[src/rtl/dsp_mac_engine.sv]
// Three-stage multiply-accumulate slice: operand register, pre-adder and multiplier,
// then post-adder with saturation and pattern detect. Width and signedness are set by parameters.
module dsp_mac_engine #(
    parameter int             A_W     = 18,
    parameter int             B_W     = 18,
    parameter int             P_W     = 48,
    parameter bit             SIGNED  = 1'b1,
    parameter bit             SAT_EN  = 1'b1,
    parameter logic [P_W-1:0] PATTERN = '0,
    parameter logic [P_W-1:0] MASK    = '0
) (
    input  logic                 clk,
    input  logic                 rstn,
    input  logic                 ce,
    input  logic                 in_valid,
    input  logic [A_W-1:0]       a,
    input  logic [B_W-1:0]       b,
    input  logic [B_W-1:0]       d,
    input  logic [P_W-1:0]       c,
    input  logic [P_W-1:0]       pcin,
    input  logic                 preadd_en,
    input  logic                 preadd_sub,
    input  logic [1:0]           zsel,
    input  logic                 post_sub,
    input  logic                 carryin,
    output logic [A_W+B_W:0]     m,
    output logic [P_W-1:0]       p,
    output logic [P_W-1:0]       pcout,
    output logic                 out_valid,
    output logic                 overflow,
    output logic                 pattern_det
);
    localparam int M_W = A_W + B_W + 1;

    function automatic logic [B_W:0] ext_b(input logic [B_W-1:0] v);
        return {(SIGNED ? v[B_W-1] : 1'b0), v};
    endfunction

    function automatic logic [B_W:0] pre_add(input logic [B_W-1:0] dv, input logic [B_W-1:0] bv,
                                             input logic sub);
        return sub ? (ext_b(dv) - ext_b(bv)) : (ext_b(dv) + ext_b(bv));
    endfunction

    // Both operands are extended to the full product width, so the low M_W bits
    // of a plain multiply are the correct result in either signedness.
    function automatic logic [M_W-1:0] mul(input logic [A_W-1:0] av, input logic [B_W:0] bv);
        logic [M_W-1:0] ax;
        logic [M_W-1:0] bx;
        ax = {{(M_W-A_W){(SIGNED ? av[A_W-1] : 1'b0)}}, av};
        bx = {{(M_W-B_W-1){(SIGNED ? bv[B_W] : 1'b0)}}, bv};
        return ax * bx;
    endfunction

    function automatic logic [P_W:0] post_add(input logic [P_W-1:0] z, input logic [M_W-1:0] mv,
                                              input logic sub, input logic cin);
        logic [P_W:0] zx;
        logic [P_W:0] mx;
        logic [P_W:0] cx;
        zx = {(SIGNED ? z[P_W-1] : 1'b0), z};
        mx = {{(P_W+1-M_W){(SIGNED ? mv[M_W-1] : 1'b0)}}, mv};
        cx = {{P_W{1'b0}}, cin};
        return sub ? (zx - mx - cx) : (zx + mx + cx);
    endfunction

    // Returns {overflow, value}; the value is clamped only when SAT_EN is set.
    function automatic logic [P_W:0] saturate(input logic [P_W:0] r, input logic sub);
        logic           ovf;
        logic [P_W-1:0] clamp;
        if (SIGNED) begin
            ovf   = r[P_W] ^ r[P_W-1];
            clamp = r[P_W] ? {1'b1, {(P_W-1){1'b0}}} : {1'b0, {(P_W-1){1'b1}}};
        end else begin
            ovf   = r[P_W];
            clamp = sub ? '0 : '1;
        end
        return {ovf, ((ovf && SAT_EN) ? clamp : r[P_W-1:0])};
    endfunction

    logic [A_W-1:0] a_p1;
    logic [B_W-1:0] b_p1, d_p1;
    logic [P_W-1:0] c_p1;
    logic           preadd_en_p1, preadd_sub_p1, post_sub_p1, carryin_p1, vld_p1;
    logic [1:0]     zsel_p1;

    logic [M_W-1:0] m_p2;
    logic [P_W-1:0] c_p2;
    logic           post_sub_p2, carryin_p2, vld_p2;
    logic [1:0]     zsel_p2;

    logic [P_W-1:0] p_p3;
    logic           ovf_p3, pat_p3, vld_p3;

    logic [B_W:0]   mb_p1;
    logic [M_W-1:0] prod_p1;
    logic [P_W-1:0] z_p2;
    logic [P_W:0]   sat_p2;
    logic           pat_hit_p2;

    always_comb begin
        mb_p1   = preadd_en_p1 ? pre_add(d_p1, b_p1, preadd_sub_p1) : ext_b(b_p1);
        prod_p1 = mul(a_p1, mb_p1);
        z_p2    = '0;
        case (zsel_p2)
            2'd1:    z_p2 = pcin;
            2'd2:    z_p2 = p_p3;
            2'd3:    z_p2 = c_p2;
            default: z_p2 = '0;
        endcase
        sat_p2     = saturate(post_add(z_p2, m_p2, post_sub_p2, carryin_p2), post_sub_p2);
        pat_hit_p2 = (((sat_p2[P_W-1:0] ^ PATTERN) & ~MASK) == '0);
    end

    // Stage 1: operand and control capture
    always_ff @(posedge clk or negedge rstn) begin
        if (!rstn) begin
            a_p1 <= '0; b_p1 <= '0; d_p1 <= '0; c_p1 <= '0;
            preadd_en_p1 <= 1'b0; preadd_sub_p1 <= 1'b0; zsel_p1 <= '0;
            post_sub_p1 <= 1'b0; carryin_p1 <= 1'b0; vld_p1 <= 1'b0;
        end else if (ce) begin
            a_p1 <= a; b_p1 <= b; d_p1 <= d; c_p1 <= c;
            preadd_en_p1 <= preadd_en; preadd_sub_p1 <= preadd_sub; zsel_p1 <= zsel;
            post_sub_p1 <= post_sub; carryin_p1 <= carryin; vld_p1 <= in_valid;
        end
    end

    // Stage 2: pre-adder and product
    always_ff @(posedge clk or negedge rstn) begin
        if (!rstn) begin
            m_p2 <= '0; c_p2 <= '0; zsel_p2 <= '0;
            post_sub_p2 <= 1'b0; carryin_p2 <= 1'b0; vld_p2 <= 1'b0;
        end else if (ce) begin
            m_p2 <= prod_p1; c_p2 <= c_p1; zsel_p2 <= zsel_p1;
            post_sub_p2 <= post_sub_p1; carryin_p2 <= carryin_p1; vld_p2 <= vld_p1;
        end
    end

    // Stage 3: post-adder; bubbles leave the accumulator untouched
    always_ff @(posedge clk or negedge rstn) begin
        if (!rstn) begin
            p_p3 <= '0; ovf_p3 <= 1'b0; pat_p3 <= 1'b0; vld_p3 <= 1'b0;
        end else if (ce) begin
            vld_p3 <= vld_p2;
            if (vld_p2) begin
                p_p3   <= sat_p2[P_W-1:0];
                ovf_p3 <= sat_p2[P_W];
                pat_p3 <= pat_hit_p2;
            end
        end
    end

    assign m           = m_p2;
    assign p           = p_p3;
    assign pcout       = p_p3;
    assign out_valid   = vld_p3;
    assign overflow    = ovf_p3;
    assign pattern_det = pat_p3;
endmodule

[config.mk]
export PLATFORM = sky130hd
export DESIGN_NAME = dsp_mac_engine
export DESIGN_NICKNAME = d
export VERILOG_FILES = /design/src/rtl/dsp_mac_engine.sv
export SDC_FILE = /design/constraint.sdc
export NUM_CORES = 2
export LEC_CHECK = 0
export ABC_CLOCK_PERIOD_IN_PS = 8700
export BUFFER_PORTS_ARGS = -buffer_cell sky130_fd_sc_hd__clkbuf_2
export CAP_MARGIN = 20
export CORE_MARGIN = 5
export CORE_UTILIZATION = 50
export CTS_CLUSTER_DIAMETER = 30
export DETAILED_ROUTE_END_ITERATION = 6
export PLACE_DENSITY = 0.72
export SKIP_CTS_REPAIR_TIMING = 1
export SLEW_MARGIN = 20
export SYNTH_ARGS = -nofsm -noshare
export SYNTH_HDL_FRONTEND = slang
export SYNTH_SLANG_ARGS = --single-unit
[constraint.sdc]
create_clock -name clk -period 8.7 [get_ports clk]
set_clock_uncertainty 0.05 [all_clocks]
set_input_delay 0.435 -clock clk [delete_from_list [all_inputs] [get_ports clk]]
set_output_delay 0.435 -clock clk [all_outputs]
set_load 0.02 [all_outputs]
# Word level (Yosys, flattened, before mapping)
# Index checks and enable logic that the tools add are counted.
dict set report word_totals {
  regBits 250
  inputBits 160
}
dict set report classes {
  n_mul 1
  reduce_logical 2
  n_bitwise 1
  n_mux 6
  addsub 6
  eq_ne 3
}
# op count
set ops {}
lappend ops {{48-bit case mux with 3 select lines} 1}
lappend ops {{48-bit two-way mux} 2}
lappend ops {{48-bit by 37-bit adder with 49-bit output} 1}
lappend ops {{49-bit by 1-bit adder with 49-bit output} 1}
lappend ops {{49-bit two-way mux} 1}
lappend ops {{48-bit by 37-bit subtractor with 49-bit output} 1}
lappend ops {{49-bit by 1-bit subtractor with 49-bit output} 1}
lappend ops {{48-bit logical NOT} 1}
lappend ops {{19-bit two-way mux} 2}
lappend ops {{18-bit by 19-bit multiplier with 37-bit output} 1}
lappend ops {{18-bit by 18-bit adder with 19-bit output} 1}
lappend ops {{18-bit by 18-bit subtractor with 19-bit output} 1}
lappend ops {{2-bit == test, second input constant} 2}
lappend ops {{2-bit by 1-bit == test with 1-bit output, second input constant} 1}
lappend ops {{2-bit AND reduction} 1}
lappend ops {{1-bit XOR} 1}

# Depth between registers and ports, before layout
dict set report logic_depth {
  word_depth 8
  mapped_depth 44
  mapped_depth_nobuf 43
}

# Worst setup path before layout
# No wires, ideal clock.
dict set report synth_path {
  path_type {register to register}
  start {reg preadd_sub_p1}
  end {reg m_p2[33], in the netlist m[33]}
  path_slack_ns -0.570
  arrival_time_ns 9.096
  required_time_ns 8.525
  setup_ns 0.125
  path_stages_with_launch 38
  cell_sequence {dfrtp_1 clkbuf_1 clkbuf_1 mux2i_1 fa_1 a21o_1 a21oi_1 o21ai_0 a21oi_1 o21bai_1 a211oi_1 o21a_1 nor2_1 a311o_1 a21oi_1 xnor2_1 mux2_2 clkbuf_1 (+2 left out) fa_1 fa_1 inv_1 fa_1 fa_1 inv_1 fa_1 inv_1 ha_1 a2111o_1 o31a_1 a31o_2 o21ai_1 a31oi_1 o21ai_0 nand2b_1 xor2_1 mux2_2}
}
dict set report synth_via {
  elab_chain_cells 3
}
# item line
set synth_lines {}
lappend synth_lines {{start: declaration} 82} ;# logic preadd_en_p1, preadd_sub_p1, post_sub_p1, carryin_p1, vld_p1;
lappend synth_lines {{start signal: assignment} 121} ;# preadd_en_p1 <= preadd_en; preadd_sub_p1 <= preadd_sub; zsel_p1 <= zsel;
lappend synth_lines {{19-bit two-way mux} 41} ;# return sub ? (ext_b(dv) - ext_b(bv)) : (ext_b(dv) + ext_b(bv));
lappend synth_lines {{19-bit two-way mux} 100} ;# mb_p1 = preadd_en_p1 ? pre_add(d_p1, b_p1, preadd_sub_p1) : ext_b(b_p1);
lappend synth_lines {{18-bit by 19-bit multiplier with 37-bit output} 51} ;# return ax * bx;
lappend synth_lines {{end signal: assignment} 132} ;# m_p2 <= prod_p1; c_p2 <= c_p1; zsel_p2 <= zsel_p1;
lappend synth_lines {{end: declaration} 85} ;# logic [M_W-1:0] m_p2;
# Every way passes these cells.
# A chain may end at the register's enable or synchronous reset.

# Worst setup path after layout
dict set report layout_path {
  start {reg b_p1[0]}
  end {reg m_p2[36], in the netlist m[36]}
}
dict set report layout_via {
  elab_chain_cells 4
  word_cells_on_any_way 5
  classes_between {add/sub (2); mul (1); mux (2)}
}
# item line
set layout_lines {}
lappend layout_lines {{start: declaration} 80} ;# logic [B_W-1:0] b_p1, d_p1;
lappend layout_lines {{start signal: assignment} 116} ;# a_p1 <= '0; b_p1 <= '0; d_p1 <= '0; c_p1 <= '0;
lappend layout_lines {{start signal: assignment} 120} ;# a_p1 <= a; b_p1 <= b; d_p1 <= d; c_p1 <= c;
lappend layout_lines {{18-bit by 18-bit adder with 19-bit output / 18-bit by 18-bit subtractor with 19-bit output (equally long branches)} 41}
lappend layout_lines {{19-bit two-way mux} 41}
lappend layout_lines {{19-bit two-way mux (*)} 100}
lappend layout_lines {{18-bit by 19-bit multiplier with 37-bit output (*)} 51}
# Every way passes the cells marked *; elsewhere a longest branch is shown, timed or not.

==> results.toml <==
[yosys]
yosysSeqAreaShare = 0.192
synth_flop_cell = "dfrtp_1"
ys_warn_count = 0
synth.top_cell.area_share = 0.212
avgSynthCellArea_um2 = 8.98
async_reset_ff_frac = 1.00
synth_common_cells = "inv_1, fa_1, nand2_1"
syn_inst = 3624
syn_nets = 4383
synth_area_leaders = "fa_1, dfrtp_1, ha_1, mux2_2, inv_1"
ys_types = 91
ys_seq_elements = 250
synthMostInstantiatedCell = "inv_1"
synth_area_mm2 = 0.0326
yosys.area.top_type = "fa_1"
synth_edf_count = 0

[setup_path]
required_ns = 9.09
cpPeakStageDelay_ns = 0.59
critPathLaunchType = "flip-flop"
cp-startpoint = "b_p1[0]"
r2r-end = "m[36]"
cp_common_cell = "fa_1"
r2r_slack_ns = -0.38
critPathCaptureType = "flip-flop"
crit_type = "flip-flop to flip-flop"
critPathArrivalTime_ns = 9.47
r2r_cells = 40
critPathMaxFanout = 6
r2r-start = "b_p1[0]"
crit_path_end = "m[36]"
critical-path-slowest-cell = "fa_1"

[clocking]
clkLatencyLatePin_ns = 0.64
cts.clk_slew.worst_paths_ns = 0.05
cts_tree = "built"
cts_made_buffers = 60
root_buffer = "clkbuf_16"
cts_sinks = 250
clock_tree.buffer_depth = 3
htree_levels = 2

[timing]
slew_viol_final = 0
fin_tns_setup_ns = -2.02
worstMarginPinSlew_ns = 1.02
slew_headroom = 0.319
fin_crit_ns = 9.08
fmaxAchievable_ghz = 0.110
finalCritPeriodShare = 1.04
hold_viol = 1
rsz0062_at_grt = "yes"
setup_viol = 7
fin_hold_ws_ns = -0.00730
fin_ws_ns = -0.384

[floorplanning]
ioPinCount = 296
fp.dieH_um = 265
dieArea_mm2 = 0.0703
fp-row-count = 93
core_area_mm2 = 0.0645
start_util = 0.505
fp.dieW_um = 265

[routing]
wirelength_mm = 92.9
drt-initial-drc-count = 1924
vias = 27200
drt_pre_antenna_iters = 7
ant_nets = 0
drc = 4
viasPerCell = 5.53
routedWlPerCell_um = 18.9

[run_status]
failed_checks = "design-rule violations, negative hold slack, negative setup slack"
status = "finished with violations"

[global_routing]
antenna_found_initial = 1
grt_pass1_vias = 27400
grt_max_degree = 150
gr-total-overflow = 0
grt_pass1_wl_mm = 147
grtUsageTotal = 0.254

[hold_path]
min-delay-path-class = "input pin to flip-flop"

[final_layout]
area_growth_pct = 19.6
post-route-util = 0.604
drive_above_1_share = 0.240
nets = 4772

[placement]
io_buffers = 295
dp_hpwl_mm = 73.3
gp_congestion = 0.950

[flow_run]
max_cap_viol_count = 0
## cell usage in the layout, fill, tap and decap left out, types with 48 or more instances in the layout
| master | count |
|---|---|
| clkbuf_2 | 293 |
| and2_1 | 142 |
| o21ai_0 | 129 |
| buf_4 | 173 |
| nand2_1 | 317 |
| fa_1 | 332 |
| a21oi_1 | 158 |
| ha_1 | 245 |
| clkbuf_16 | 60 |
| dfrtp_1 | 247 |
| nor2_1 | 152 |
| xnor2_1 | 107 |
| inv_1 | 575 |
| mux2_2 | 236 |
| dlygate4sd3_1 | 62 |
| a22oi_1 | 48 |
## cell type report
type | instances | area (um^2)
fillers | 5457 | 25500
multi-input cells | 2573 | 23600
flip-flops and latches | 250 | 6260
repair buffers | 543 | 3620
inverters | 585 | 2200
clock buffers | 69 | 1620
well taps | 855 | 1070
clock inverters | 44 | 594
diodes | 1 | 2.50
## state kept, by name, summed over array words and instances, names as in the netlist
register and flops:
preadd_sub_p1 1, preadd_en_p1 1, carryin_p1 1, zsel_p1 2, post_sub_p2 1, out_valid 1
c_p1 48, post_sub_p1 1, a_p1 18, pattern_det 1, b_p1 18, zsel_p2 2
c_p2 48, d_p1 18, overflow 1, vld_p1 1, m 37, p 48
vld_p2 1, carryin_p2 1
## cell families after synthesis
| family | share of synthesized area |
|---|---|
| xor gates and xnor gates | 0.0352 |
| AOI/OAI and AO/OA | 0.140 |
| and+or+nand+nor | 0.134 |
| DFF | 0.192 |
| buffers and inverters | 0.0986 |
| muxes | 0.0904 |
| adders and majority gates | 0.310 |
## metrics by stage
stage | std cells | setup slack, ns | instance area (um^2)
after floorplan | 3624 | 0.00495 | 32600
final | 4920 | -0.384 | 38900
after detailed placement | 4720 | -0.495 | 35500
after global placement | 4720 | -0.329 | 35500
after CTS | 4833 | -0.645 | 37700
after global routing | 4920 | -0.825 | 38900
## layer usage
metal / vias up / share of wire / global-route usage / wire length [um]
met4: 0 / 0.029 / 0.0727 / 2710
met3: 175 / 0.075 / 0.0469 / 6990
met1: 13300 / 0.43 / 0.348 / 39500
met2: 946 / 0.47 / 0.418 / 43600
met5: - / 0 / 0 / 0
li1: 12800 / - / - / -
## critical path, delay by kind of cell (launching register included)
kind	cells	cell delay (ns)
compound gates	16	2.50
xor+xnor	1	0.16
fa+ha+maj	9	3.89
buf+inv	6	0.55
flops	1	0.38
mux	3	0.58
simple gates	5	0.73
## worst min path at each step
stage	depth (start not counted)	start	endpoint	slack, ns
2_1_floorplan	0	rstn	a_p1[0]	0.09
3_3_place_gp	1	out_valid	out_valid	0.41
3_5_place_dp	2	pattern_det	pattern_det	0.42
4_1_cts	1	rstn	b_p1[17]	-0.20
5_1_grt	3	b[6]	b_p1[6]	-0.02
6_report	3	b[6]	b_p1[6]	-0.007
Power is not shown: default switching activity piles up to over one toggle a cycle in this logic, so the estimate is an artifact.
